$ cat src/rtl/dpm_pkg.sv
// Shared types and constants for the dual period meter.
// Build option: DPM_SYNC_EN adds a two-flop input synchronizer per channel.
package dpm_pkg;

    typedef enum logic {
        IDLE = 1'b0,
        MEAS = 1'b1
    } chan_state_t;

    localparam int TS_W = 8;
    localparam logic [TS_W-1:0] TS_MAX     = 8'd255;
    localparam logic [TS_W-1:0] TS_INVALID = 8'd0;

endpackage

$ cat src/rtl/period_channel.sv
// One measurement channel: optional synchronizer, rising-edge detect, IDLE/MEAS
// FSM, tick counter and the registered period/strobe outputs.
// Build option: DPM_SYNC_EN inserts a two-flop synchronizer on p.
// Output interface: upd is a valid-only strobe with no ready/backpressure; ts
// is meaningful in the cycle upd is high and holds its value until the next upd.
module period_channel
    import dpm_pkg::*;
(
    input  logic            clk,
    input  logic            rst,
    input  logic            tick,
    input  logic            p,
    output logic [TS_W-1:0] ts,
    output logic            upd,
    output chan_state_t     state
);

    logic            smp;
    logic            smp_q;
    logic            edge_det;
    logic [TS_W-1:0] cnt;

`ifdef DPM_SYNC_EN
    logic sync_meta;

    // Two-flop synchronizer; the second flop is the current edge-detect sample.
    always_ff @(posedge clk or negedge rst) begin
        if (!rst) begin
            sync_meta <= 1'b0;
            smp       <= 1'b0;
        end else begin
            sync_meta <= p;
            smp       <= sync_meta;
        end
    end
`else
    // Input is already synchronous: sample it straight into the edge-detect register.
    always_ff @(posedge clk or negedge rst) begin
        if (!rst) smp <= 1'b0;
        else      smp <= p;
    end
`endif

    // Previous sample; reset to 0 so a high input right after reset counts as an edge.
    always_ff @(posedge clk or negedge rst) begin
        if (!rst) smp_q <= 1'b0;
        else      smp_q <= smp;
    end

    assign edge_det = smp & ~smp_q;

    // Channel FSM: an edge always beats a coincident tick; cnt saturates into a timeout.
    always_ff @(posedge clk or negedge rst) begin
        if (!rst) begin
            state <= IDLE;
            cnt   <= '0;
            ts    <= TS_INVALID;
            upd   <= 1'b0;
        end else begin
            upd <= 1'b0;
            case (state)
                IDLE: begin
                    if (edge_det) begin
                        state <= MEAS;
                        cnt   <= '0;
                    end
                end
                MEAS: begin
                    if (edge_det) begin
                        ts  <= (cnt == '0) ? 8'd1 : cnt;
                        upd <= 1'b1;
                        cnt <= '0;
                    end else if (tick) begin
                        if (cnt != TS_MAX) begin
                            cnt <= cnt + 8'd1;
                        end else begin
                            ts    <= TS_MAX;
                            upd   <= 1'b1;
                            state <= IDLE;
                        end
                    end
                end
                default: state <= IDLE;
            endcase
        end
    end

endmodule

$ cat src/rtl/dual_period_meter.sv
// Two independent pulse-period meters sharing one prescaler tick.
// Build option: DPM_SYNC_EN adds a two-flop synchronizer on p1 and p2.
// st1/st2 expose each channel's FSM state for debug.
module dual_period_meter
    import dpm_pkg::*;
#(
    parameter int unsigned PRESCALE = 16
) (
    input  logic            clk,
    input  logic            rst,
    input  logic            p1,
    input  logic            p2,
    output logic [TS_W-1:0] ts1,
    output logic [TS_W-1:0] ts2,
    output logic            upd1,
    output logic            upd2,
    output chan_state_t     st1,
    output chan_state_t     st2
);

    localparam logic [15:0] PS_LAST = 16'(PRESCALE - 1);

    logic [15:0] pcnt;
    logic        tick;

    assign tick = (pcnt == PS_LAST);

    // Free-running prescaler 0..PRESCALE-1; tick marks the last count.
    always_ff @(posedge clk or negedge rst) begin
        if (!rst)      pcnt <= '0;
        else if (tick) pcnt <= '0;
        else           pcnt <= pcnt + 16'd1;
    end

    period_channel u_ch1 (
        .clk   (clk),
        .rst   (rst),
        .tick  (tick),
        .p     (p1),
        .ts    (ts1),
        .upd   (upd1),
        .state (st1)
    );

    period_channel u_ch2 (
        .clk   (clk),
        .rst   (rst),
        .tick  (tick),
        .p     (p2),
        .ts    (ts2),
        .upd   (upd2),
        .state (st2)
    );

endmodule
$ cat config.mk
export PLATFORM = sky130hd
export DESIGN_NAME = dual_period_meter
export DESIGN_NICKNAME = d
export VERILOG_FILES = /design/src/rtl/dpm_pkg.sv /design/src/rtl/period_channel.sv /design/src/rtl/dual_period_meter.sv
export SDC_FILE = /design/constraint.sdc
export NUM_CORES = 1
export LEC_CHECK = 0
export CORE_MARGIN = 8
export CORE_UTILIZATION = 56
export CTS_CLUSTER_SIZE = 8
export DETAILED_ROUTE_END_ITERATION = 6
export GPL_ROUTABILITY_DRIVEN = 0
export GPL_TIMING_DRIVEN = 0
export PLACE_DENSITY = 0.78
export SYNTH_ARGS = -nofsm -noshare
export SYNTH_HDL_FRONTEND = slang
export SYNTH_HIERARCHICAL = 1
export SYNTH_SLANG_ARGS = --single-unit
$ cat constraint.sdc
create_clock -name clk -period 2.6 [get_ports clk]
set_input_delay 0.78 -clock clk [delete_from_list [all_inputs] [get_ports clk]]
set_output_delay 0.78 -clock clk [all_outputs]
set_load 0.005 [all_outputs]
# Yosys cells after proc, flatten, opt, wreduce, memory -nomap -nowiden
# Index checks and enable logic that the tools add are counted.
dict set report word_totals {
  register_bits 56
  in_bits 4
  out_inout_bits 20
  word_cells 78
}
dict set report op_classes {
  n_reduce_logical 8
  mux 37
  n_eq_ne 11
  n_bitwise 6
  add_sub_neg 3
}
# operator n
set op_table {}
lappend op_table {{2-to-1 mux 8 bit} 16}
lappend op_table {{one-hot mux 8 bit (2 select lines)} 2}
lappend op_table {{adder 16 x 1 -> 16 bit (second input constant)} 1}
lappend op_table {{adder 8 x 1 -> 8 bit (second input constant)} 2}
lappend op_table {{equality test 16 x 4 -> 1 bit (second input constant)} 1}
lappend op_table {{zero test 8 bit} 2}
lappend op_table {{2-to-1 mux 1 bit} 16}
lappend op_table {{2-to-1 mux 16 bit} 1}
lappend op_table {{!= test 8 bit (second input constant)} 2}
lappend op_table {{!= test 3 bit (second input constant)} 4}
lappend op_table {{AND reduction 3 bit} 4}
lappend op_table {{!= test 2 x 1 -> 1 bit (second input constant)} 4}
lappend op_table {{NOT 1 bit} 4}
lappend op_table {{one-hot mux 1 bit (2 select lines)} 2}
lappend op_table {{nonzero test 2 bit} 2}
lappend op_table {{AND 1 bit} 2}

# Logic depth before layout (Yosys ltp)
dict set report logic_depth {
  ltp_word 5
  depth_mapped 7
  ltp_nobuf 7
}

# Hierarchy
# The synthesis kept the hierarchy.
# module area_per_inst_um2 cells_each instances seq_area_each_um2
set modules_own_cells {}
lappend modules_own_cells {period_channel 918.4 77 2 500.5}
lappend modules_own_cells {dual_period_meter 757.0 64 1 400.4}

# Worst setup path after synthesis
# Ideal clock, no wire load.
dict set report synth_path {
  kind {register -> register}
  from {reg pcnt[0]}
  to {reg u_ch1.cnt[5]}
  required_time_ns 2.523
  path_stages_with_launch 8
  n_path_buf 0
  arrival_time_ns 1.953
  setup_ns 0.077
  slack_ns 0.570
  synth_period_minus_slack_ns 2.030
  cell_sequence {dfrtp_1 > ha_1 > nand3_2 > and4b_1 > and2_1 > o21ai_2 > or3_1 > a21oi_1}
}
dict set report synth_via {
  elab_chain_cells 3
}
# item line
set synth_rtl {}
lappend synth_rtl {{start: declaration} dual_period_meter.sv:23} ;# logic [15:0] pcnt;
lappend synth_rtl {{start signal: assignment} dual_period_meter.sv:32} ;# else pcnt <= pcnt + 16'd1;
lappend synth_rtl {{equality test 16 x 4 -> 1 bit} dual_period_meter.sv:26} ;# assign tick = (pcnt == PS_LAST);
lappend synth_rtl {{named net tick} dual_period_meter.sv:24} ;# logic tick;
lappend synth_rtl {{!= test 3 bit (no line)} n/a}
lappend synth_rtl {{AND reduction 3 bit (no line)} n/a}
lappend synth_rtl {{end signal: assignment} period_channel.sv:75} ;# cnt <= cnt + 8'd1;
lappend synth_rtl {{end: declaration} period_channel.sv:21} ;# logic [TS_W-1:0] cnt;
# The timed path passes the listed nets, and every way through them passes these cells.
# A chain may end at the register's enable or synchronous reset.

# Worst setup path after layout
# Ends and elaborated chain as after synthesis.

==> impl_metrics.csv <==
group,metric,value,unit
final_layout,finalInstanceArea,3030,um^2
critical_path,reg2reg_from,"pcnt[0]$_DFF_PN0_",
logic_synthesis,syn-mean-instance-area,11.9,um^2
grt,grt_pass1_wl,8400,um
clock_tree,clock_path_buffers,2,
clock_tree,cts_root_buf,"clkbuf_8",
placed_design,post-dp-hpwl,3280,um
route,ant_nets,0,
final_layout,finalCoreUtilization,68.5,%
final_layout,post_route_cells_drive_above_1_share,14.0,%
logic_synthesis,syn-cell-area,2590,um^2
sta,period_share,91.1,%
critical_path,timing.setup.critical_path_class,"flop to flop",
sta,setup_viol,0,
floorplan,die_area,7070,um^2
critical_path,critPathRequiredTime,2.83,ns
logic_synthesis,synth.most_common_cell,"dfrtp_1",
grt,first_global_vias,1772,
logic_synthesis,number_of_instances_in_the_synthesized_netlist,218,
sta,fin_worst_skew,0.0111,ns
floorplan,initial_utilization,58.8,%
floorplan,fp-row-count,24,
logic_synthesis,number_of_enable_type_register_cells_in_the_synthesized_netlist,0,
critical_path,r2r_slack,0.23,ns
route,viasPerCell,6.05,
critical_path,cpLargestDelayFamily,"simple AND/OR/NAND/NOR gates",
sta,report.final.slew_viol_count,0,
status,status,"finished, final reports clean",
floorplan,core_area,4410,um^2
route,drt_pre_antenna_iters,4,
power_and_ir_drop,irDropWorstVdd,348,uV
hold_path,worstHoldEndpoint,"u_ch2/smp_q$_DFF_PN0_",
logic_synthesis,ys_seq_elements,56,
clock_tree,cts-buffers-inserted,5,
placed_design,pre_cts_setup_slack,0.293,ns
sta,relSlewSlack,66.6,%
sta,grt_setup_unrepaired,"no",
placed_design,placedInstanceArea,2900,um^2
critical_path,crit-reg2reg-capture,"u_ch1/cnt[5]$_DFFE_PN0P_",
logic_synthesis,yosysUniqueCellTypes,39,
logic_synthesis,async_reset_ff_share,100,%
logic_synthesis,yosysWarnings,6,
sta,final_period_minus_worst_setup_slack,2.37,ns
logic_synthesis,yosys-top-cells-area,"dfrtp_1, xor2_1, o22a_1",
clock_tree,cts_tree,"yes",
route,drt_wl_total,4740,um
sta,final_critical_path_setup_slack,0.230,ns
clock_tree,post_cts_resized,0,
floorplan,die_h,84.1,um
final_layout,final_net_count,258,
job,maxCapViolations,0,
clock_tree,clock_latency,0.31,ns
floorplan,die-width,84.1,um
logic_synthesis,yosys.area.top_type_share,54.0,%
grt,grt_usage,14.1,%
final_layout,diodes,0,
hold_path,hold_path.startpoint,"u_ch2/smp$_DFF_PN0_",
hold_path,hold_path.class,"flop to flop",
critical_path,cp_slowest_cell,"and4b_1",
sta,tightestPinTransition,0.501,ns
final_layout,areaGrowthSynthToFinish,16.6,%
route,dr_total_vias,1826,
sta,final_tns_setup,0,ns
floorplan,num_io_pins,24,
critical_path,rr_worst_depth,7,
power_and_ir_drop,power.leakage,1.36,nW
logic_synthesis,synth_commonest_cells,"dfrtp_1, nor2_1, xor2_1, o22a_1, nand3_1",
logic_synthesis,yosysSeqAreaShare,54.0,%
sta,final-hold-violation-count,0,
clock_tree,postCtsSetupBuffers,0,
critical_path,cp_cell_sequence,"ha_1, nand3_2, and4b_1, and2_1, o21ai_2, or3_1, a21oi_1",
hold_path,timing.hold.worst_path_depth,0,
power_and_ir_drop,power_density,554,nW/um^2
critical_path,critical_path.startpoint_type,"flop",
grt,globalRouteOverflowTotal,0,
grt,grt_max_degree,36,
critical_path,crit_buf_inv,0,
route,post_drt_wl_per_cell,15.7,um
critical_path,timing.critical_path.fanout_max,11,
route,detail_route.drc_violations,0,
clock_tree,clk_pin_slew_worst_paths,0.10,ns
logic_synthesis,synthDominantAreaCellType,"dfrtp_1",
grt,number_of_antenna_violations_at_the_first_check_in_global_routing,0,
logic_synthesis,synth_top_flop_cell,"dfrtp_1",
clock_tree,cts-hold-fix-buffers,0,
critical_path,endpoint_kind,"flop",
route,drt_iter0_markers,113,
critical_path,timing.critical_path.slowest_cell_delay,0.54,ns
placed_design,portbufs,23,
sta,fmaxAchievable,0.422,GHz
clock_tree,cts_sinks,56,
logic_synthesis,synth_fp_nets,227,
clock_tree,htree_levels,2,
critical_path,worst-endpoint-arrival,2.60,ns
==> cell usage in the layout (no fill, tap or decap), drive strengths merged, types with 2 or more instances in the layout <==
cell / n
dfrtp: 56
clkdlybuf4s50: 22
xor2: 19
nor2: 19
o22a: 12
nand3: 11
nor4: 9
buf: 8
nand2: 7
inv: 7
nand4: 7
nor3: 6
xnor2: 6
clkbuf: 6
and3: 6
nor2b: 5
ha: 5
o211ai: 4
and4: 4
o21ai: 4
a21o: 3
a31oi: 2
and2: 2
mux2i: 2
or4b: 2
o21bai: 2
o21a: 2
o2111ai: 2
o32a: 2
or3: 2
a21oi: 2
==> state kept, by name, indices dropped and copies added (netlist names) <==
register and flops:
u_ch1/smp 1, pcnt 16, u_ch2/cnt 8, u_ch1/state 1, u_ch1/cnt 8, u_ch2/smp 1
u_ch2/ts 8, u_ch2/smp_q 1, u_ch2/state 1, u_ch1/upd 1, u_ch1/smp_q 1, u_ch2/upd 1
u_ch1/ts 8
==> final cells by class <==
| cell class | count | area, um^2 |
|---|---|---|
| Sequential cell | 56 | 1400 |
| Fill cell | 344 | 1390 |
| Multi-Input combinational cell | 149 | 1100 |
| Timing Repair Buffer | 24 | 245 |
| Clock buffer | 6 | 82.6 |
| Buffer | 6 | 67.6 |
| Tap cell | 52 | 65.1 |
| Clock inverter | 2 | 38.8 |
| Inverter | 7 | 26.3 |
==> kinds of logic after synthesis <==
group           Yosys count  share of synthesized area, %
buf+inv                  13                          3.62
fa+ha+maj                 5                          2.41
simple gates             81                          19.6
compound gates           36                          11.1
xor+xnor                 25                          8.44
flops                    56                          54.0
mux                       2                         0.772
==> routing by layer <==
layer	wire length [um]	up-vias	GRT usage [%]
li1	-	857	-
met1	2230	928	19.0
met2	2270	35	21.9
met3	196	6	3.81
met4	46	0	3.45
met5	0	-	0
==> where the power goes <==
part / internal [mW] / switching (mW)
clock network: 0.315 / 0.276
registers: 0.907 / 0.0200
logic: 0.0958 / 0.0630
==> worst max path at each step <==
stage | start | endpoint | slack (ns) | depth (start not counted)
final | pcnt[0]$_DFF_PN0_ | u_ch1/cnt[5]$_DFFE_PN0P_ | 0.23 | 7
after global placement | rst | pcnt[12]$_DFF_PN0_ | -0.91 | 1
after CTS | pcnt[0]$_DFF_PN0_ | u_ch1/cnt[5]$_DFFE_PN0P_ | 0.24 | 7
after detailed placement | pcnt[0]$_DFF_PN0_ | u_ch2/cnt[5]$_DFFE_PN0P_ | 0.29 | 7
after floorplan | pcnt[0]$_DFF_PN0_ | u_ch1/cnt[5]$_DFFE_PN0P_ | 0.57 | 7
after global routing | pcnt[0]$_DFF_PN0_ | u_ch1/cnt[5]$_DFFE_PN0P_ | 0.03 | 7
==> metrics by stage <==
stage / total power, mW / hold slack, ns / instances
after detailed placement: 1.11 / 0.356 / 294
after floorplan: 1.01 / 0.347 / 218
after global placement: 1.10 / 0.354 / 293
after global routing: 1.75 / 0.386 / 302
final: 1.68 / 0.377 / 302
after CTS: 1.69 / 0.378 / 302
Note: power is estimated with default switching activity, not from simulation.
